==> config.mk <==
export PLATFORM = sky130hd
export DESIGN_NAME = gray_codec_flat
export DESIGN_NICKNAME = d
export VERILOG_FILES = /design/src/rtl/gray_pkg.sv /design/src/rtl/gray_codec_if.sv /design/src/rtl/gray_xor_slice.sv /design/src/rtl/gray_codec.sv /design/src/flat_wrapper.sv
export SDC_FILE = /design/constraint.sdc
export NUM_CORES = 1
export LEC_CHECK = 0
export BUFFER_PORTS_ARGS = -buffer_cell sky130_fd_sc_hd__buf_2
export CAP_MARGIN = 20
export CORE_AREA = 2 2 39 41
export CTS_CLUSTER_DIAMETER = 30
export CTS_CLUSTER_SIZE = 16
export DETAILED_ROUTE_END_ITERATION = 8
export DIE_AREA = 0 0 41 43
export PLACE_DENSITY = 0.66
export SETUP_SLACK_MARGIN = 0.5
export SLEW_MARGIN = 15
export SYNTH_ARGS = -nofsm -noshare
export SYNTH_HDL_FRONTEND = slang
export SYNTH_SLANG_ARGS = --single-unit
==> constraint.sdc <==
create_clock -name clk -period 2.4 [get_ports clk]
set_input_delay 0.48 -clock clk [delete_from_list [all_inputs] [get_ports clk]]
set_output_delay 0.48 -clock clk [all_outputs]
set_load 0.01 [all_outputs]
==> src/rtl/gray_pkg.sv <==
// Shared constants and reference helpers for the binary/Gray codec.
package gray_pkg;

  localparam int GRAY_WIDTH_DEFAULT = 4;

  localparam logic MODE_B2G = 1'b0;
  localparam logic MODE_G2B = 1'b1;

  function automatic logic [31:0] bin2gray(input logic [31:0] b);
    return b ^ (b >> 1);
  endfunction

  function automatic logic [31:0] gray2bin(input logic [31:0] g);
    logic [31:0] b;
    b[31] = g[31];
    for (int i = 30; i >= 0; i--) b[i] = b[i+1] ^ g[i];
    return b;
  endfunction

  function automatic int unsigned popcount(input logic [31:0] v);
    int unsigned n;
    n = 0;
    for (int i = 0; i < 32; i++) n += 32'(v[i]);
    return n;
  endfunction

endpackage

==> src/rtl/gray_codec_if.sv <==
// Request/response signal bundle for gray_codec; the slave side is the codec.
interface gray_codec_if #(
  parameter int WIDTH = gray_pkg::GRAY_WIDTH_DEFAULT
);
  logic             in_valid;
  logic             mode;
  logic [WIDTH-1:0] in_data;
  logic             out_valid;
  logic [WIDTH-1:0] out_data;
  logic             out_single_step;

  modport master (
    output in_valid, mode, in_data,
    input  out_valid, out_data, out_single_step
  );

  modport slave (
    input  in_valid, mode, in_data,
    output out_valid, out_data, out_single_step
  );
endinterface

==> src/rtl/gray_xor_slice.sv <==
// One bit position of the codec: Gray bit from the neighbour XOR, binary bit
// from the XOR of this bit and everything above it (no ripple between slices).
module gray_xor_slice #(
  parameter int WIDTH = 4,
  parameter int IDX   = 0
) (
  input  logic [WIDTH-1:0] data,
  output logic             gray_bit,
  output logic             bin_bit
);
  logic [WIDTH-1:0] hi;

  assign hi      = data >> IDX;
  assign bin_bit = ^hi;

  if (IDX == WIDTH - 1) begin : g_msb
    assign gray_bit = data[IDX];
  end else begin : g_lsb
    assign gray_bit = data[IDX+1] ^ data[IDX];
  end
endmodule

==> src/rtl/gray_codec.sv <==
// Registered binary<->Gray converter with a single-bit-step flag on the
// Gray-domain stream. One cycle latency, one conversion per cycle.
module gray_codec
  import gray_pkg::*;
#(
  parameter int WIDTH = GRAY_WIDTH_DEFAULT
) (
  input logic         clk,
  input logic         rst_n,
  gray_codec_if.slave bus
);
  logic [WIDTH-1:0] gray_c;
  logic [WIDTH-1:0] bin_c;
  logic [WIDTH-1:0] cur_gray;
  logic [WIDTH-1:0] conv;
  logic [WIDTH-1:0] prev_gray;
  logic             have_prev;
  logic [31:0]      diff;

  for (genvar i = 0; i < WIDTH; i++) begin : g_slice
    gray_xor_slice #(.WIDTH(WIDTH), .IDX(i)) u_slice (
      .data     (bus.in_data),
      .gray_bit (gray_c[i]),
      .bin_bit  (bin_c[i])
    );
  end

  // Step check always runs on the Gray-domain value, whichever way we convert.
  assign cur_gray = (bus.mode == MODE_G2B) ? bus.in_data : gray_c;
  assign conv     = (bus.mode == MODE_G2B) ? bin_c : gray_c;
  assign diff     = 32'(cur_gray ^ prev_gray);

  always_ff @(posedge clk) begin
    if (!rst_n) begin
      bus.out_valid       <= 1'b0;
      bus.out_data        <= '0;
      bus.out_single_step <= 1'b0;
      prev_gray           <= '0;
      have_prev           <= 1'b0;
    end else if (bus.in_valid) begin
      bus.out_valid       <= 1'b1;
      bus.out_data        <= conv;
      bus.out_single_step <= have_prev && (popcount(diff) == 1);
      prev_gray           <= cur_gray;
      have_prev           <= 1'b1;
    end else begin
      bus.out_valid <= 1'b0;
    end
  end
endmodule

==> src/flat_wrapper.sv <==
// flat-port wrapper written by rule: the top's interface ports become plain ports
module gray_codec_flat import gray_pkg::*;
#(
  parameter int WIDTH = GRAY_WIDTH_DEFAULT
)
  (clk, rst_n, bus_in_valid, bus_mode, bus_in_data, bus_out_valid, bus_out_data, bus_out_single_step);
  gray_codec_if #(.WIDTH(WIDTH)) bus_i ();
  input logic clk;
  input logic rst_n;
  input wire logic [$bits(bus_i.in_valid)-1:0] bus_in_valid;
  input wire logic [$bits(bus_i.mode)-1:0] bus_mode;
  input wire logic [$bits(bus_i.in_data)-1:0] bus_in_data;
  output wire logic [$bits(bus_i.out_valid)-1:0] bus_out_valid;
  output wire logic [$bits(bus_i.out_data)-1:0] bus_out_data;
  output wire logic [$bits(bus_i.out_single_step)-1:0] bus_out_single_step;
  assign bus_i.in_valid = bus_in_valid;
  assign bus_i.mode = bus_mode;
  assign bus_i.in_data = bus_in_data;
  assign bus_out_valid = bus_i.out_valid;
  assign bus_out_data = bus_i.out_data;
  assign bus_out_single_step = bus_i.out_single_step;
  gray_codec #(.WIDTH(WIDTH)) u_core (.clk(clk), .rst_n(rst_n), .bus(bus_i));
endmodule
==> metrics.cfg, run 1 <==
[setup_path]
critPathMaxStageDelay_ns=0.33
cp_slowest_cell=fa_2
crit_buf_inv=3
cp_common_cell=inv_2
critPathArrivalTime_ns=2.30
path_cells=buf_6 > nor2b_4 > xnor2_2 > xnor2_1 > ha_1 > inv_2 > fa_2 > inv_2 > ha_4 > nor4b_4 > mux2i_1 > nor2_1
r2r_start=u_core.prev_gray[1]$_SDFFE_PN0P_
cp-startpoint=bus_in_data[2]
critPathMaxFanout=2
worstPathRequired_ns=2.61
cp_top_family=adder cells
worstSetupPathType=input pin to flip-flop
setup.worst_path.start_class=input pin
worstSetupEndpointType=flip-flop

[logic_synthesis]
ys_seq_elements=10
synth.distinct_cells=19
yosysTopAreaCell=dfxtp_1
synth_edf_count=0
yosys-top-cells-area=dfxtp_1 (38%), xnor2_1 (15%), mux2i_1 (5.7%)
yosys_warnings=0
ys.flop_type=dfxtp_1
synth_cells=56
synth_top_area_share_pct=37.7
syn_area_sq_um=531
synth.top_cells.by_count=dfxtp_1 (10), xnor2_1 (9), nor2_1 (8), a211oi_1 (4), inv_1 (4)
synth_most_common_cell=dfxtp_1
syn_nets=67
synthArstFlopShare_pct=0
yosysSeqAreaShare_pct=37.7
syn_avg_cell_area_sq_um=9.47

[drt]
dr.max_layer_used=met4
wirelength_mm=1.01
drc_errors=0
ant_nets=0
wl_met3_microns=56
met1_length_microns=445
wl_met2_microns=482
num_vias=454
drt_pass1_iterations=4
routed_via_density=4.93
drt_iter0_markers=13
wl_per_cell_microns=10.9

[clock_network]
clk_pin_slew_ns=0.07
cts_buffer_depth=2
cts.sink_count=10
cts_buffers=3
cts-htree-levels=1
clockRootBuffer=clkbuf_4
cts_tree=done
clkLatencyLatePin_ns=0.26

[layout]
fin_util_pct=54.9
diodes=0
drive_above_1_share_pct=40.8
instances_no_fill=92
synthToLayoutAreaGrowth_pct=43.2
final_nets=88
fillerInstances=132

[timing]
maxSlewViolCount=0
layout_setup_ws_ns=0.303
min_period_ns=2.10
fin_crit_sh_pct=87.4
relSlewSlack_pct=80.9
fmax_ghz=0.477
finalSetupViolCount=0
clock_skew_ns=0.000323
hold_viol_final=0
rsz0062_at_grt=yes
worst-slew-pin-transition_ns=0.286
setup_tns_ns=0

[floorplanning]
io_pins=14
dieHeight_microns=43
placement_rows=14
dieWidth_microns=41
dieArea_sq_um=1760
initial_core_util_pct=38.3
core_area_sq_um=1380

[pwr]
total_power_mw=0.504
power.density_nw_per_um2=664
p_leak_nw=0.349
peakVddDrop_v=0.000300

[place]
gp_congestion=0.697
post-place-cells=87
pre_cts_slack_ns=-0.0467
io_buffers=13
hpwl_microns=737

[outcome]
status=complete, no violations

[min_path]
holdCritStartpoint=u_core.have_prev$_SDFFE_PN0P_
hold_class=flip-flop to flip-flop

[global_routing]
grt_max_degree=15
antenna_found_initial=0
track_usage_pct=13.7
grt_pass1_wl_mm=1.61
grt_pass1_vias=425
grt.overflow.total=0

[flow_run]
cap_viol_max_count=0

==> final cells by class <==
type,instances,area [sq um],area share [%]
clock buffer,4,36.3,4.78
inverter,4,15.0,1.98
multi-input combinational,40,363,47.8
sequential,10,200,26.4
tap,16,20.0,2.64
timing repair buffer,18,125,16.5
==> metal layers <==
layer / GRT usage [%] / vias up
met4: 8.00 / 0
met5: 0 / -
met3: 6.28 / 4
li1: - / 226
met2: 20.9 / 15
met1: 14.7 / 209
==> placed cells by master (no fill, tap or decap), types with 2 or more instances in the layout <==
master	instances
nand2_1	2
buf_6	2
dfxtp_1	10
nor2b_4	2
clkbuf_4	3
nor2_1	8
xor2_1	2
xnor2_2	2
buf_2	10
a211oi_1	4
buf_4	5
mux2i_1	3
xnor2_1	7
inv_2	2
inv_1	2
==> metrics by stage <==
step	hold slack (ns)	instance area (sq um)
global route	0.517	759
global placement	0.441	672
floorplan	0.426	569
finish	0.467	759
CTS	0.467	744
detailed placement	0.450	672
==> final timing paths <==
kind,slack [ns],cells past startpoint,to
worst min register to register,0.47,2,u_core.have_prev$_SDFFE_PN0P_
worst min-delay path,0.47,2,u_core.have_prev$_SDFFE_PN0P_
worst max-delay path,0.30,12,u_core.bus.out_single_step$_SDFFE_PN0P_
worst max register to register,0.55,9,u_core.bus.out_single_step$_SDFFE_PN0P_
==> what timing repair did <==
item / in CTS / in global routing
setup buffers: 1 / 0
hold buffers: 0 / 0
setup endpoints to repair: 1 / 1
pin swaps: 9 / 6
hold endpoints to repair: 0 / 0
resized for setup: 6 / 4
==> flip-flops by register name, indices dropped and copies added (netlist names) <==
name                        cells
u_core.bus.out_valid            1
u_core.bus.out_single_step      1
u_core.bus.out_data             3
u_core.prev_gray                4
u_core.have_prev                1
==> logic make-up (layout without fill, tap and decap cells) <==
| group | after synthesis | after routing | synth area share, % |
|---|---|---|---|
| adders and majority gates | 3 | 3 | 8.49 |
| AOI/OAI and AO/OA | 6 | 6 | 8.49 |
| buffers and inverters | 6 | 26 | 5.19 |
| xor gates and xnor gates | 11 | 11 | 18.2 |
| DFF | 10 | 10 | 37.7 |
| and+or+nand+nor | 17 | 17 | 16.3 |
| muxes | 3 | 3 | 5.66 |
==> power by group <==
part           switching [mW]  leakage (nW)  internal, mW
clock                  0.0615        0.0210        0.0921
sequential            0.00645        0.0828         0.179
combinational          0.0770         0.245        0.0882
total                   0.145         0.349         0.359
==> tightest hold or removal path: cells and delay by family (launching register included) <==
family	cells	cell delay (ns)
AND/OR/NAND/NOR	2	0.10
flip-flops	1	0.33
(Power assumes the default switching activity.)
==> run 2, diff against run 1 <==
==> constraint.sdc (replaced) <==
create_clock -name clk -period 2.4 [get_ports clk]
set_input_delay 0.12 -clock clk [delete_from_list [all_inputs] [get_ports clk]]
set_output_delay 0.12 -clock clk [all_outputs]
set_load 0.01 [all_outputs]
==> run 2 against run 1 <==
- worst setup slack better by 0.28 ns
- core utilization decreased by 9.0 points
- register-to-register slack gained 0.03 ns
- cell count shrank 6.5%
- non-clock buffer count fell by 5
- largest cell class unchanged
==> metrics.cfg, run 2 (synthesis gave the netlist of run 1 again) <==
[timing]
finalSetupViolCount=0  ; unchanged
min_period_ns=1.82  ; -0.276 ns
fmax_ghz=0.549  ; +15%
hold_viol_final=0  ; unchanged
rsz0062_at_grt=yes
fin_crit_sh_pct=75.9  ; -11 points
relSlewSlack_pct=82.0  ; +1.1 points
maxSlewViolCount=0  ; unchanged
clock_skew_ns=0.00353  ; +0.00321 ns
worst-slew-pin-transition_ns=0.269  ; -0.0164 ns
setup_tns_ns=0  ; unchanged

[pwr]
peakVddDrop_v=0.000453  ; +51%
clkPwrFrac_pct=27.2  ; -3.3 points
p_leak_nw=0.288  ; -17%
power.density_nw_per_um2=644  ; -3.0%
netSwitchingPower_mw=0.117  ; -19%
p_sw_share_pct=28.8  ; about the same
p_comb_share_pct=27.5  ; -5.3 points
seq_power_share_pct=45.3  ; +8.6 points
p_int_mw=0.291  ; -19%

[drt]
wirelength_microns=895  ; -11%
drt_pass1_iterations=4  ; unchanged
routed_via_density=4.66  ; -5.5%
num_vias=401  ; -12%
ant_nets=0  ; unchanged
drc_errors=0  ; unchanged
wl_per_cell_microns=10.4  ; -4.9%
drt_iter0_markers=6  ; -7

[clock_network]
cts_buffer_depth=2  ; unchanged
post_cts_resized=0  ; -6
clk_pin_slew_ns=0.06  ; about the same
cts_buffers=3  ; unchanged
post-cts-setup-buffers=0  ; -1
cts-htree-levels=1  ; unchanged
cts_hold_buf=0  ; unchanged
clkLatencyLatePin_ns=0.26  ; about the same
cts_tree=done
cts.sink_count=10  ; unchanged
clockRootBuffer=clkbuf_4

[global_routing]
grt_max_degree=15  ; unchanged
grt_pass1_vias=377  ; -11%
grt.overflow.total=0  ; unchanged
track_usage_pct=13.1  ; -0.61 points
antenna_found_initial=0  ; unchanged
grt_pass1_wl_mm=1.52  ; -5.5%

[layout]
final_nets=83  ; -5.7%
register_area_sq_um=200  ; unchanged
largest_reg_flops=4  ; unchanged
multiInputGateArea_sq_um=312  ; -14%
final_cell_mix=buf_2 (13), dfxtp_1 (10), xnor2_1 (9), nor2_1 (8), a211oi_1 (4)
layout_commonest_cell=buf_2
top_register=u_core.prev_gray
diodes=0  ; unchanged
finalInstanceArea_sq_um=634  ; -16%
drive_above_1_share_pct=27.1  ; -14 points
synthToLayoutAreaGrowth_pct=19.6
fillerInstances=151  ; +14%
top_regs=u_core.prev_gray x4, u_core.bus.out_data x3

[floorplanning]
dieHeight_microns=43  ; unchanged
initial_core_util_pct=38.3  ; unchanged
dieArea_sq_um=1760  ; unchanged
placement_rows=14  ; unchanged
dieWidth_microns=41  ; unchanged
core_area_sq_um=1380  ; unchanged
io_pins=14  ; unchanged

[setup_path]
worstSetupPathType=flip-flop to flip-flop
critPathArrivalTime_ns=2.02  ; -0.28 ns
critPathMaxFanout=2  ; unchanged
setup.worst_path.start_class=flip-flop
worstPathRequired_ns=2.60  ; about the same
worstSetupEndpointType=flip-flop

[place]
io_buffers=13  ; unchanged
gp_congestion=0.720  ; +3.4%
dpl-instance-area_sq_um=612  ; -8.9%
hpwl_microns=677  ; -8.2%

[flow_run]
cap_viol_max_count=0  ; unchanged

[outcome]
status=complete, no violations

[min_path]
hold_class=input pin to flip-flop

-- run 2: cell count changes in the layout (fill, tap and decap cells not counted), moves of 2 or more --
cell     before  now
xnor2_2       2    0
buf_2        10   13
buf_4         5    0
xnor2_1       7    9
nor2b_1       1    3
buf_6         2    0
nor2b_4       2    0
-- run 2: worst paths after layout --
path	start	to	slack (ns)	cells past startpoint
worst min-delay path	rst_n	u_core.bus.out_valid$_SDFF_PN0_	0.13	3
worst min register to register	u_core.have_prev$_SDFFE_PN0P_	u_core.have_prev$_SDFFE_PN0P_	0.47	2
worst max-delay path	u_core.prev_gray[0]$_SDFFE_PN0P_	u_core.bus.out_single_step$_SDFFE_PN0P_	0.58	9
worst max register to register	u_core.prev_gray[0]$_SDFFE_PN0P_	u_core.bus.out_single_step$_SDFFE_PN0P_	0.58	9
-- run 2: metrics by stage --
stage                     cells  hold WS (ns)  setup WS (ns)  power [mW]  utilization (%)
after floorplan              56         0.245          0.511       0.273                -
after global placement       83         0.392          0.277       0.299             44.2
after detailed placement     83         0.399          0.255       0.303             44.2
after CTS                    86         0.127          0.526       0.416             45.8
after global routing         86         0.164          0.462       0.439             45.8
final                        86         0.132          0.579       0.408             45.8
-- run 2: layout make-up --
cell class              count  area share, %
inverters                   4           2.37
flip-flops and latches     10           31.6
well taps                  16           3.16
clock buffers               3           3.55
repair buffers             13           10.3
multi-input cells          40           49.1
-- run 2: critical path, stage by stage (launching register included) --
cell and delay, ns:
dfxtp_1 0.32, xnor2_1 0.13, ha_1 0.29, inv_2 0.04
fa_2 0.31, inv_1 0.06, ha_1 0.23, nor4b_2 0.21
mux2i_1 0.10, nor2_1 0.08
-- run 2: power by group through the flow --
stage	registers [mW]	logic [mW]	clock network (mW)
final	0.185	0.112	0.111
after global routing	0.187	0.127	0.125
after CTS	0.185	0.115	0.116
after detailed placement	0.189	0.114	0
after global placement	0.189	0.111	0
after floorplan	0.192	0.0817	0
-- run 2: metal layers --
layer | share of wire, % | vias up | global-route usage, %
li1 | - | 213 | -
met4 | 0 | 0 | 2.00
met5 | 0 | - | 0
met2 | 49 | 9 | 18.1
met3 | 6.0 | 0 | 9.42
met1 | 45 | 179 | 16.7
